## src/rtl/ex_muldiv_unit.sv

```systemverilog
// Iterative RV32M multiply/divide unit for the EX stage.
// Shift-add multiply and restoring divide retire one bit per cycle; special divides can bypass the loop.
module ex_muldiv_unit #(
    parameter int XLEN     = 32,
    parameter bit FASTPATH = 1'b1
) (
    input  logic            clk,
    input  logic            rst_n,
    input  logic            start,
    input  logic [2:0]      funct3,
    input  logic [XLEN-1:0] op_a,
    input  logic [XLEN-1:0] op_b,
    input  logic            flush,
    output logic            busy,
    output logic            stall_req,
    output logic            done,
    output logic [XLEN-1:0] result
);
    localparam int            CW   = $clog2(XLEN);
    localparam logic [CW-1:0] LAST = CW'(XLEN - 1);

    typedef enum logic [1:0] {S_IDLE, S_PREP, S_CALC, S_DONE} state_e;

    state_e            state_q;
    logic [2:0]        f3_q;
    logic [XLEN-1:0]   opa_q, opb_q;
    logic [XLEN-1:0]   a_q, b_q, rem_q, result_q;
    logic [2*XLEN-1:0] acc_q, mc_q;
    logic [CW-1:0]     cnt_q;
    logic              neg_q, busy_q, done_q;

    logic              is_div, sgn_a, sgn_b, sa, sb, b_zero, ovf, special, neg_prep;
    logic [XLEN-1:0]   abs_a, abs_b, special_res;

    always_comb begin
        is_div = f3_q[2];
        sgn_a  = (f3_q == 3'b001) || (f3_q == 3'b010) || (f3_q == 3'b100) || (f3_q == 3'b110);
        sgn_b  = (f3_q == 3'b001) || (f3_q == 3'b100) || (f3_q == 3'b110);
        sa     = sgn_a & opa_q[XLEN-1];
        sb     = sgn_b & opb_q[XLEN-1];
        abs_a  = sa ? -opa_q : opa_q;
        abs_b  = sb ? -opb_q : opb_q;
        b_zero = (opb_q == '0);
        ovf    = is_div & sgn_b & (opa_q == {1'b1, {(XLEN-1){1'b0}}}) & (opb_q == '1);
        special = is_div & (b_zero | ovf);
        if (b_zero) special_res = f3_q[1] ? opa_q : '1;
        else        special_res = f3_q[1] ? '0 : opa_q;
        // A zero divisor must leave the all-ones quotient un-negated so both paths agree
        if (!is_div)      neg_prep = sa ^ sb;
        else if (f3_q[1]) neg_prep = sa;
        else              neg_prep = (sa ^ sb) & ~b_zero;
    end

    logic [2*XLEN-1:0] acc_d;
    logic [XLEN:0]     div_sh, div_diff;
    logic              div_ge;
    logic [XLEN-1:0]   rem_d, quo_d;

    always_comb begin
        acc_d    = b_q[0] ? acc_q + mc_q : acc_q;
        div_sh   = {rem_q, a_q[XLEN-1]};
        div_diff = div_sh - {1'b0, b_q};
        div_ge   = ~div_diff[XLEN];
        rem_d    = div_ge ? div_diff[XLEN-1:0] : div_sh[XLEN-1:0];
        quo_d    = {a_q[XLEN-2:0], div_ge};
    end

    function automatic logic [XLEN-1:0] finalize(input logic [2:0]        f3,
                                                 input logic [2*XLEN-1:0] prod,
                                                 input logic [XLEN-1:0]   quo,
                                                 input logic [XLEN-1:0]   rem,
                                                 input logic              neg);
        logic [2*XLEN-1:0] p;
        logic [XLEN-1:0]   q, r;
        p = neg ? -prod : prod;
        q = neg ? -quo : quo;
        r = neg ? -rem : rem;
        case (f3)
            3'b000:                 finalize = p[XLEN-1:0];
            3'b001, 3'b010, 3'b011: finalize = p[2*XLEN-1:XLEN];
            3'b100, 3'b101:         finalize = q;
            default:                finalize = r;
        endcase
    endfunction

    always_ff @(posedge clk or negedge rst_n) begin
        if (!rst_n) begin
            state_q  <= S_IDLE;
            f3_q     <= '0;
            opa_q    <= '0;
            opb_q    <= '0;
            a_q      <= '0;
            b_q      <= '0;
            rem_q    <= '0;
            acc_q    <= '0;
            mc_q     <= '0;
            cnt_q    <= '0;
            neg_q    <= 1'b0;
            busy_q   <= 1'b0;
            done_q   <= 1'b0;
            result_q <= '0;
        end else if (flush) begin
            state_q <= S_IDLE;
            busy_q  <= 1'b0;
            done_q  <= 1'b0;
        end else begin
            case (state_q)
                S_IDLE, S_DONE: begin
                    done_q <= 1'b0;
                    if (start) begin
                        f3_q    <= funct3;
                        opa_q   <= op_a;
                        opb_q   <= op_b;
                        busy_q  <= 1'b1;
                        state_q <= S_PREP;
                    end else begin
                        state_q <= S_IDLE;
                    end
                end
                S_PREP: begin
                    a_q   <= abs_a;
                    b_q   <= abs_b;
                    mc_q  <= {{XLEN{1'b0}}, abs_a};
                    acc_q <= '0;
                    rem_q <= '0;
                    cnt_q <= '0;
                    neg_q <= neg_prep;
                    if (FASTPATH && special) begin
                        result_q <= special_res;
                        done_q   <= 1'b1;
                        busy_q   <= 1'b0;
                        state_q  <= S_DONE;
                    end else begin
                        state_q <= S_CALC;
                    end
                end
                S_CALC: begin
                    if (is_div) begin
                        rem_q <= rem_d;
                        a_q   <= quo_d;
                    end else begin
                        acc_q <= acc_d;
                        mc_q  <= mc_q << 1;
                        b_q   <= b_q >> 1;
                    end
                    cnt_q <= cnt_q + CW'(1);
                    // Last iteration folds sign fix-up and selection into the same edge
                    if (cnt_q == LAST) begin
                        result_q <= finalize(f3_q, acc_d, quo_d, rem_d, neg_q);
                        done_q   <= 1'b1;
                        busy_q   <= 1'b0;
                        state_q  <= S_DONE;
                    end
                end
                default: state_q <= S_IDLE;
            endcase
        end
    end

    assign busy      = busy_q;
    assign done      = done_q;
    assign result    = result_q;
    assign stall_req = busy_q | (start & ((state_q == S_IDLE) || (state_q == S_DONE)) & ~flush);

endmodule

```

## config.mk

```make
export PLATFORM = sky130hd
export DESIGN_NAME = ex_muldiv_unit
export DESIGN_NICKNAME = d
export VERILOG_FILES = /design/src/rtl/ex_muldiv_unit.sv
export SDC_FILE = /design/constraint.sdc
export NUM_CORES = 1
export LEC_CHECK = 0
export ABC_AREA = 1
export CORE_MARGIN = 4
export CORE_UTILIZATION = 35
export DETAILED_ROUTE_END_ITERATION = 7
export PLACE_DENSITY = 0.51
export SETUP_SLACK_MARGIN = 0.3
export SLEW_MARGIN = 20
export SYNTH_ARGS = -nofsm -noshare
export SYNTH_HDL_FRONTEND = slang
export SYNTH_SLANG_ARGS = --single-unit
```

## constraint.sdc

```tcl
create_clock -name clk -period 11.2 [get_ports clk]
set_input_delay 2.24 -clock clk [delete_from_list [all_inputs] [get_ports clk]]
set_output_delay 2.24 -clock clk [all_outputs]
set_load 0.01 [all_outputs]
```

==> results of run 1 <==
[cell families (layout without fill, tap and decap cells)]
family | Yosys count | count (layout)
adder cells (fa/ha/maj) | 108 | 108
AO/OA/AOI/OAI | 916 | 916
buffers and inverters | 885 | 936
AND/OR/NAND/NOR | 2475 | 2475
other | 0 | 1
flip-flops | 333 | 333
XOR/XNOR | 46 | 46
[metal layers]
| metal | vias up | track usage | part of all wire |
|---|---|---|---|
| li1 | 15500 | - | - |
| met1 | 14700 | 0.347 | 0.41 |
| met2 | 956 | 0.490 | 0.48 |
| met3 | 252 | 0.0290 | 0.050 |
| met4 | 2 | 0.141 | 0.060 |
| met5 | - | 0 | 0.000062 |
[placed cells by master, fill, tap and decap left out, drive strengths merged, types with 3 or more instances in the layout]
cell type / instances
a21boi: 3
a21oi: 285
a2bb2oi: 29
a31oi: 7
a32o: 5
buf: 28
bufinv: 7
clkbuf: 65
clkdlybuf4s50: 104
clkinv: 7
dfrtp: 333
ha: 105
inv: 725
nand2: 1553
nand3: 341
nand3b: 21
nand4: 75
nor2: 404
nor3: 58
nor4: 11
o211ai: 25
o21a: 3
o21ai: 419
o21bai: 7
o221ai: 30
o22ai: 90
o31ai: 3
or2: 9
xnor2: 17
xor2: 29
[worst reg2reg max path: cells and delay by family (launching register included)]
family / cells / cell delay [ns]
AOI/OAI and AO/OA: 5 / 0.99
and+or+nand+nor: 17 / 2.33
DFF: 1 / 0.34
buffers and inverters: 4 / 0.63
adders and majority gates: 3 / 0.98
[worst paths after layout]
path	depth (start not counted)	end	slack, ns
worst max-delay path	5	stall_req	4.87
worst min-delay path	2	result[27]	0.48
worst max register to register	29	result[30]	5.81
worst min register to register	2	result[27]	0.48
max in group asynchronous	2	acc_q[40]	8.04
min in group asynchronous	1	cnt_q[0]	1.65
[area by class of cell]
type | instances | area share
repair buffers | 132 | 0.0384
inverters | 724 | 0.0831
flip-flops and latches | 333 | 0.255
clock inverters | 15 | 0.00909
multi-input cells | 3545 | 0.535
diodes | 1 | 0.0000764
well taps | 1070 | 0.0409
clock buffers | 65 | 0.0391
[flip-flops by register name, summed over array words and instances, names as in the netlist]
register,flops
mc_q,64
acc_q,64
result,32
done,1
cnt_q,5
opa_q,32
neg_q,1
state_q,2
f3_q,3
b_q,32
busy,1
rem_q,32
opb_q,32
a_q,32
[per-stage QoR]
stage | utilization | std cells
2_1_floorplan | - | 4763
3_3_place_gp | 0.378 | 5804
3_5_place_dp | 0.378 | 5804
4_1_cts | 0.397 | 5884
5_1_grt | 0.397 | 5884
6_report | 0.397 | 5885
[synth_stat cells, types with 8 or more instances]
cell       number
nand3_1       331
nor2_1        383
ha_1          105
buf_1          17
o21ai_1        34
o22ai_1        90
nand2_4        10
or2_2           8
clkbuf_8       11
o221ai_1       30
o21ai_0       377
dfrtp_1       333
a21oi_1       280
nor2_4          9
nor2_2         12
xor2_1         29
nand2_2        56
nor4_1         11
xnor2_1        17
nand3_2         8
nand3b_1       21
nor3_1         53
o211ai_1       25
a2bb2oi_1      29
buf_2          11
nand4_1        74
clkbuf_1      113
inv_1         708
inv_2          14
nand2_1      1487
==> results by stage, run 1 <==
Worst setup path:
- The arrival time at the worst endpoint is 4.09 ns.
- The peak fanout along the critical path is 17.
- Among the stages of the critical path, the cell type that occurs most often is clkdlybuf4s50_1.
- The startpoint identified for the worst register-to-register timing path is b_q[0].
- The worst path buffer plus inverter count is 3.
- The startpoint type of the worst setup path is a primary input.
- The worst setup path is captured at a primary output.
- The setup path with the least slack is of type in -> out.
- The master of the slowest instance on the critical path is clkdlybuf4s50_1.
- The peak per-stage delay on the critical path is 0.56 ns.
- The first element of the critical path is flush.
- The signal on the critical path passes through clkdlybuf4s50_1 -> inv_1 -> nand3_1 -> nand2_1 -> clkdlybuf4s50_1.
- At the worst endpoint, the required time is 8.96 ns.
- In this design, the largest share of critical-path delay is due to buffers and inverters.

Route:
- The total number of vias is 31,400.
- The detailed router finished its first iteration with 2,651 violations.
- The number of iterations in the first detailed-routing pass is 5.
- The wire length per cell after detailed routing is 21.9 µm.
- In the routed layout, each cell is associated on average with a via count of 5.33.
- For this run, design rule violations remaining after detail routing come to 0.
- The count of nets left with antenna violations after detail routing is 0.
- Summed over all layers, the routed wires come to 129,000 µm.

Logic synthesis:
- The number of warnings issued by yosys is 0.
- The share of the Yosys chip area taken by registers is 0.284.
- The number of unique standard cell types used by synthesis is 59.
- The portion of synthesized area spent on multiplexers is 0.
- The fraction of the mapped netlist area in compound gates is 0.176.
- Of the total synthesized cell area, the portion taken by full adders, half adders and majority gates is 0.0465.
- The share of the synthesized netlist area taken by xor and xnor gates is 0.0137.
- The leading area contributor after synthesis is dfrtp_1.
- The post-synth net total is 4,941.
- The per-instance average area after synthesis is 6.15 µm².
- The async set-reset flop share out of synthesis is 1.00.
- The post-synthesis share of cell area spent on and, or, nand and nor gates is 0.360.
- The dominant synthesized flop cell is dfrtp_1.
- Yosys attributes the largest share of cell area to dfrtp_1 28%, nand2_1 19%, inv_1 9.1%.
- The register bit total from synthesis is 333.
- The count of flip-flops with a built-in enable after synthesis is 0.
- Of the post-synthesis cell area, the dominant cell type holds 0.284.
- The cell count after synthesis came out at 4,763.
- In this run the cell area of the synthesized design comes to 29,300 µm².
- The main combinational cell family by area after synthesis is simple AND/OR/NAND/NOR gates.

Clock tree:
- After clock tree synthesis, the clock-pin slew on the worst setup and hold paths is 0.06 ns.
- The number of hold buffers added after CTS was 0.
- The cell chosen for the clock root is clkbuf_16.
- Counting along the longest clock path gives a buffer depth of 3.
- For the worst-skew pair, the clock arrives at the later sink with an insertion delay of 0.61 ns.
- The number of sinks handled by clock tree synthesis is 333.
- The number of instances resized during post-cts repair is 0.
- Buffers inserted during clock tree synthesis total 45.
- The number of setup buffers added after CTS is 0.
- The clock tree from TritonCTS is done.
- The number of levels in the clock H-tree is 2.

Layout:
- The layout cell share with drive strength beyond 1 is 0.0509.
- The area of the multi-input gates is 17,500 µm².
- After filler insertion, the fill cell instance count of the layout stands at 9,138.
- The net count of the finished layout is 4,959.
- The area taken by flip-flops and latches is 8340 µm².
- The area growth from synthesis to layout is 11.7%.
- After routing the design area is 32,700 µm².

Timing:
- Headroom to the max-slew limit came out at 0.263.
- On the final layout, the worst hold slack is 0.480 ns.
- Between clock sinks in the finished design, the worst skew comes to 0.0206 ns.
- Setup repair after global routing left no endpoint under its margin.
- Of the available clock period, the critical path in the final layout requires 0.565.
- The worst-case setup margin in the final layout is 4.87 ns.
- For the pin with the worst max-slew slack, the measured transition is 1.10 ns.
- Derived from the worst setup path, the maximum achievable clock frequency is 158 MHz.
- After routing, the total negative slack on setup checks comes to 0 ns.
- The final hold violation count is 0.
- Setup violations remaining at the end of the flow were counted as 0.
- The final count of pins violating max slew came to 0.
- The final critical path time including I/O delays and setup is 6.33 ns.

Floorplanning:
- In this run the horizontal extent of the chip is 297 µm.
- For this design the top-level I/O count stands at 106.
- The floorplan has 105 rows.
- The initial core utilization is 0.355.
- The floorplan step set the die height to 297 µm.
- The region available for standard cell placement spans 82,500 µm².
- The die covers 88,400 µm².

Run:
- The tool flagged a number of max-cap violations equal to 0.

Placement:
- The worst slack after detailed placement is 4.87 ns.
- Input and output buffers added on the ports amount to 105.
- The global placement routability congestion is 0.977.
- The half-perimeter wire length after detailed placement is 102,000 µm.
- The standard cell area after detailed placement is 31,200 µm².

Outcome:
- The run finished with clean final reports.

GRT:
- The overall overflow remaining after global route is 0.
- The initial antenna violation count is 2.
- For this run, the total global-route usage over all layers was measured as 0.282.
- The number of global-route vias before repair is 30,000.
- Entering global routing, the biggest net connects 103 pins.
- The first-pass GRT wire length is 191,000 µm.

Min path:
- The launch point of the worst hold path is result[27].
- The path type of the worst min-delay path is reg -> reg.
Power of run 1 is left out: the tool's default activity adds up to more than one toggle a clock period on the data nets, which glitch-free logic cannot reach.
==> run 2: changes to the inputs <==
- clock period: 11.2 -> 5.9 ns (I/O delays scaled with it)
==> run 2 against run 1 <==
Register-to-register slack got worse by 4.7 ns. Utilization barely moved. Via count rose by 1.5%. Non-clock buffer count rose by 9. First-iteration DRC count rose by 5.4%. Die area did not move. Sequential share of layout area barely moved. Wire length rose by 4.6%. Critical endpoint is now result[28]. Highest routed layer unchanged.
==> results by stage, run 2 (same netlist as run 1, synthesis figures left out) <==
Layout:
- The largest registers in the layout are acc_q: 64 flops, mc_q: 64 flops.
- The most common cell after layout, fill and taps aside is nand2_1.
- The area of the multi-input gates is 17,500 µm².
- The layout cell share with drive strength beyond 1 is 0.0526.
- The number of inserted filler cells in the final layout is 9,220.
- Leaving out fill and tap cells, the most frequent cells in the layout are 1,485 x nand2_1, 706 x inv_1, 380 x nor2_1.
- The post-layout net count is 4,969.
- The post-route core utilization is 0.397.
- In the final layout, flip-flops and latches occupy 8340 µm².
- The area growth from synthesis to layout is 11.9%.

Floorplanning:
- The I/O pin total is 106.
- The die covers 88,400 µm².
- The die is 297 µm tall.
- The total number of placement rows is 105.
- The width of the chip is 297 µm.
- The initial utilization of the core area, before any placement, comes to 0.355.
- The area inside the core boundary is 82,500 µm².

Clock tree:
- The number of clock buffers added by TritonCTS is 46.
- The number of buffers added to fix hold violations after cts is 0.
- Clock-pin slew was measured on the worst setup and hold paths at 0.06 ns.
- Buffers added to address setup during post-CTS repair amount to 0.
- TritonCTS built the clock tree.
- The number of levels in the clock H-tree is 2.
- The worst-case clock buffer depth is 3.
- At the later pin of the worst-skew pair, clock insertion delay measures 0.63 ns.
- The number of instances resized during post-cts repair is 0.
- The cell chosen for the clock root is clkbuf_16.
- The tree built by TritonCTS fans out to 333 sinks.

Route:
- The total routed wirelength is 134,000 µm.
- The pre-antenna-repair detailed-routing pass consisted of 5 iterations.
- The detail route stage leaves a number of antenna-violating nets equal to 0.
- The detail-routed via count per cell is 5.40.
- The DRC marker count from the first detailed-route iteration is 2,794.
- For this block, the via count after detailed routing is 31,800.
- After detailed routing, the average wire length per cell comes to 22.8 µm.
- The DRC violations left is 0.

Worst setup path:
- The startpoint type of the worst setup path is a flip-flop.
- The critical path endpoint category is a flip-flop.
- The worst path buffer plus inverter count is 4.
- At the worst endpoint, the arrival time is 5.33 ns.
- The slowest stage of the critical path belongs to the cell fa_1.
- The gate family responsible for the most delay along the worst path is simple AND/OR/NAND/NOR gates.
- The most critical setup path has its startpoint at a_q[31].
- Data on the critical path is required at its endpoint by 6.44 ns.
- The kind of critical path is reg -> reg.
- Along the worst path, the maximum fanout reaches 7.
- The cell depth of the worst flop-to-flop path is 32.
- The worst reg2reg path startpoint is a_q[31].
- Setup slack on the worst reg-to-reg path comes out at 1.12 ns.
- The critical path ends at result[28].
- The peak per-stage delay on the critical path is 0.44 ns.
- The endpoint identified for the worst register-to-register timing path is result[28].
- The cell count along the critical path is 32.

Timing:
- In this run the tightest slew margin relative to its limit is 0.257.
- The worst clock skew is 0.0389 ns.
- The final hold violation count is 0.
- The final count of pins violating max slew is 0.
- The final worst-path cycle share is 0.811.
- The slew at the pin closest to its max-slew limit is 1.11 ns.
- After routing, the total negative slack on setup checks comes to 0 ns.
- Setup repair after global routing left no endpoint under its margin.
- The count of final setup violators is 0.
- Static timing analysis puts the maximum clock frequency at 209 MHz.
- For the finished layout, the period the worst path requires is 4.78 ns.
- The worst hold slack is 0.480 ns.

Placement:
- Once detailed placement completed, the half-perimeter wirelength came to 106,000 µm.
- The count of buffers from port buffering is 105.
- The global placement routability congestion is 1.02.

GRT:
- The first-pass GRT wire length is 199,000 µm.
- The total overflow left after global routing is 0.
- The number of global-route vias before repair was 30,600.
- For this run, the total global-route usage over all layers was measured as 0.295.
- The initial antenna violation count is 4.
- The largest net degree at the start of global routing is 102.

Outcome:
- The flow ran to the end, and the final reports show no timing, DRC or antenna violations.

Run:
- The max-cap violation count is 0.

Min path:
- The path type of the worst min-delay path is reg -> reg.
## run 2: worst min-delay path by stage
stage | from | end | slack, ns | depth (start not counted)
final | result[17] | result[17] | 0.48 | 2
after global routing | result[17] | result[17] | 0.51 | 2
after CTS | result[17] | result[17] | 0.49 | 2
after detailed placement | result[5] | result[5] | 0.47 | 2
after global placement | result[10] | result[10] | 0.47 | 2
after floorplan | cnt_q[4] | cnt_q[4] | 0.46 | 2
## run 2: layer usage
layer,up-vias,part of all wire,track usage
met5,-,0.00017,0
met2,1089,0.47,0.500
met4,4,0.058,0.146
li1,15500,-,-
met3,270,0.058,0.0411
met1,15000,0.42,0.369
## run 2: cell type report
type | count | share of cell area
Inverter | 724 | 0.0830
Clock buffer | 72 | 0.0411
Clock inverter | 12 | 0.00553
Sequential cell | 333 | 0.254
Timing Repair Buffer | 141 | 0.0412
Multi-Input combinational cell | 3545 | 0.534
Antenna cell | 1 | 0.0000763
Tap cell | 1070 | 0.0408
## run 2: per-stage QoR
stage / cell area (µm²) / cells / worst slack [ns]
floorplan: 29300 / 4763 / 1.80
global placement: 31300 / 5813 / 1.27
detailed placement: 31300 / 5813 / 1.18
CTS: 32800 / 5897 / 1.15
global route: 32800 / 5897 / 0.589
finish: 32800 / 5898 / 1.12
## run 2: worst reg2reg max path: cells and delay by family (launching register included)
family | cells | cell delay, ns
fa+ha+maj | 3 | 0.79
compound gates | 5 | 0.83
buf+inv | 4 | 0.28
flops | 1 | 0.42
simple gates | 20 | 2.38
Power of run 2 is left out for the same reason.
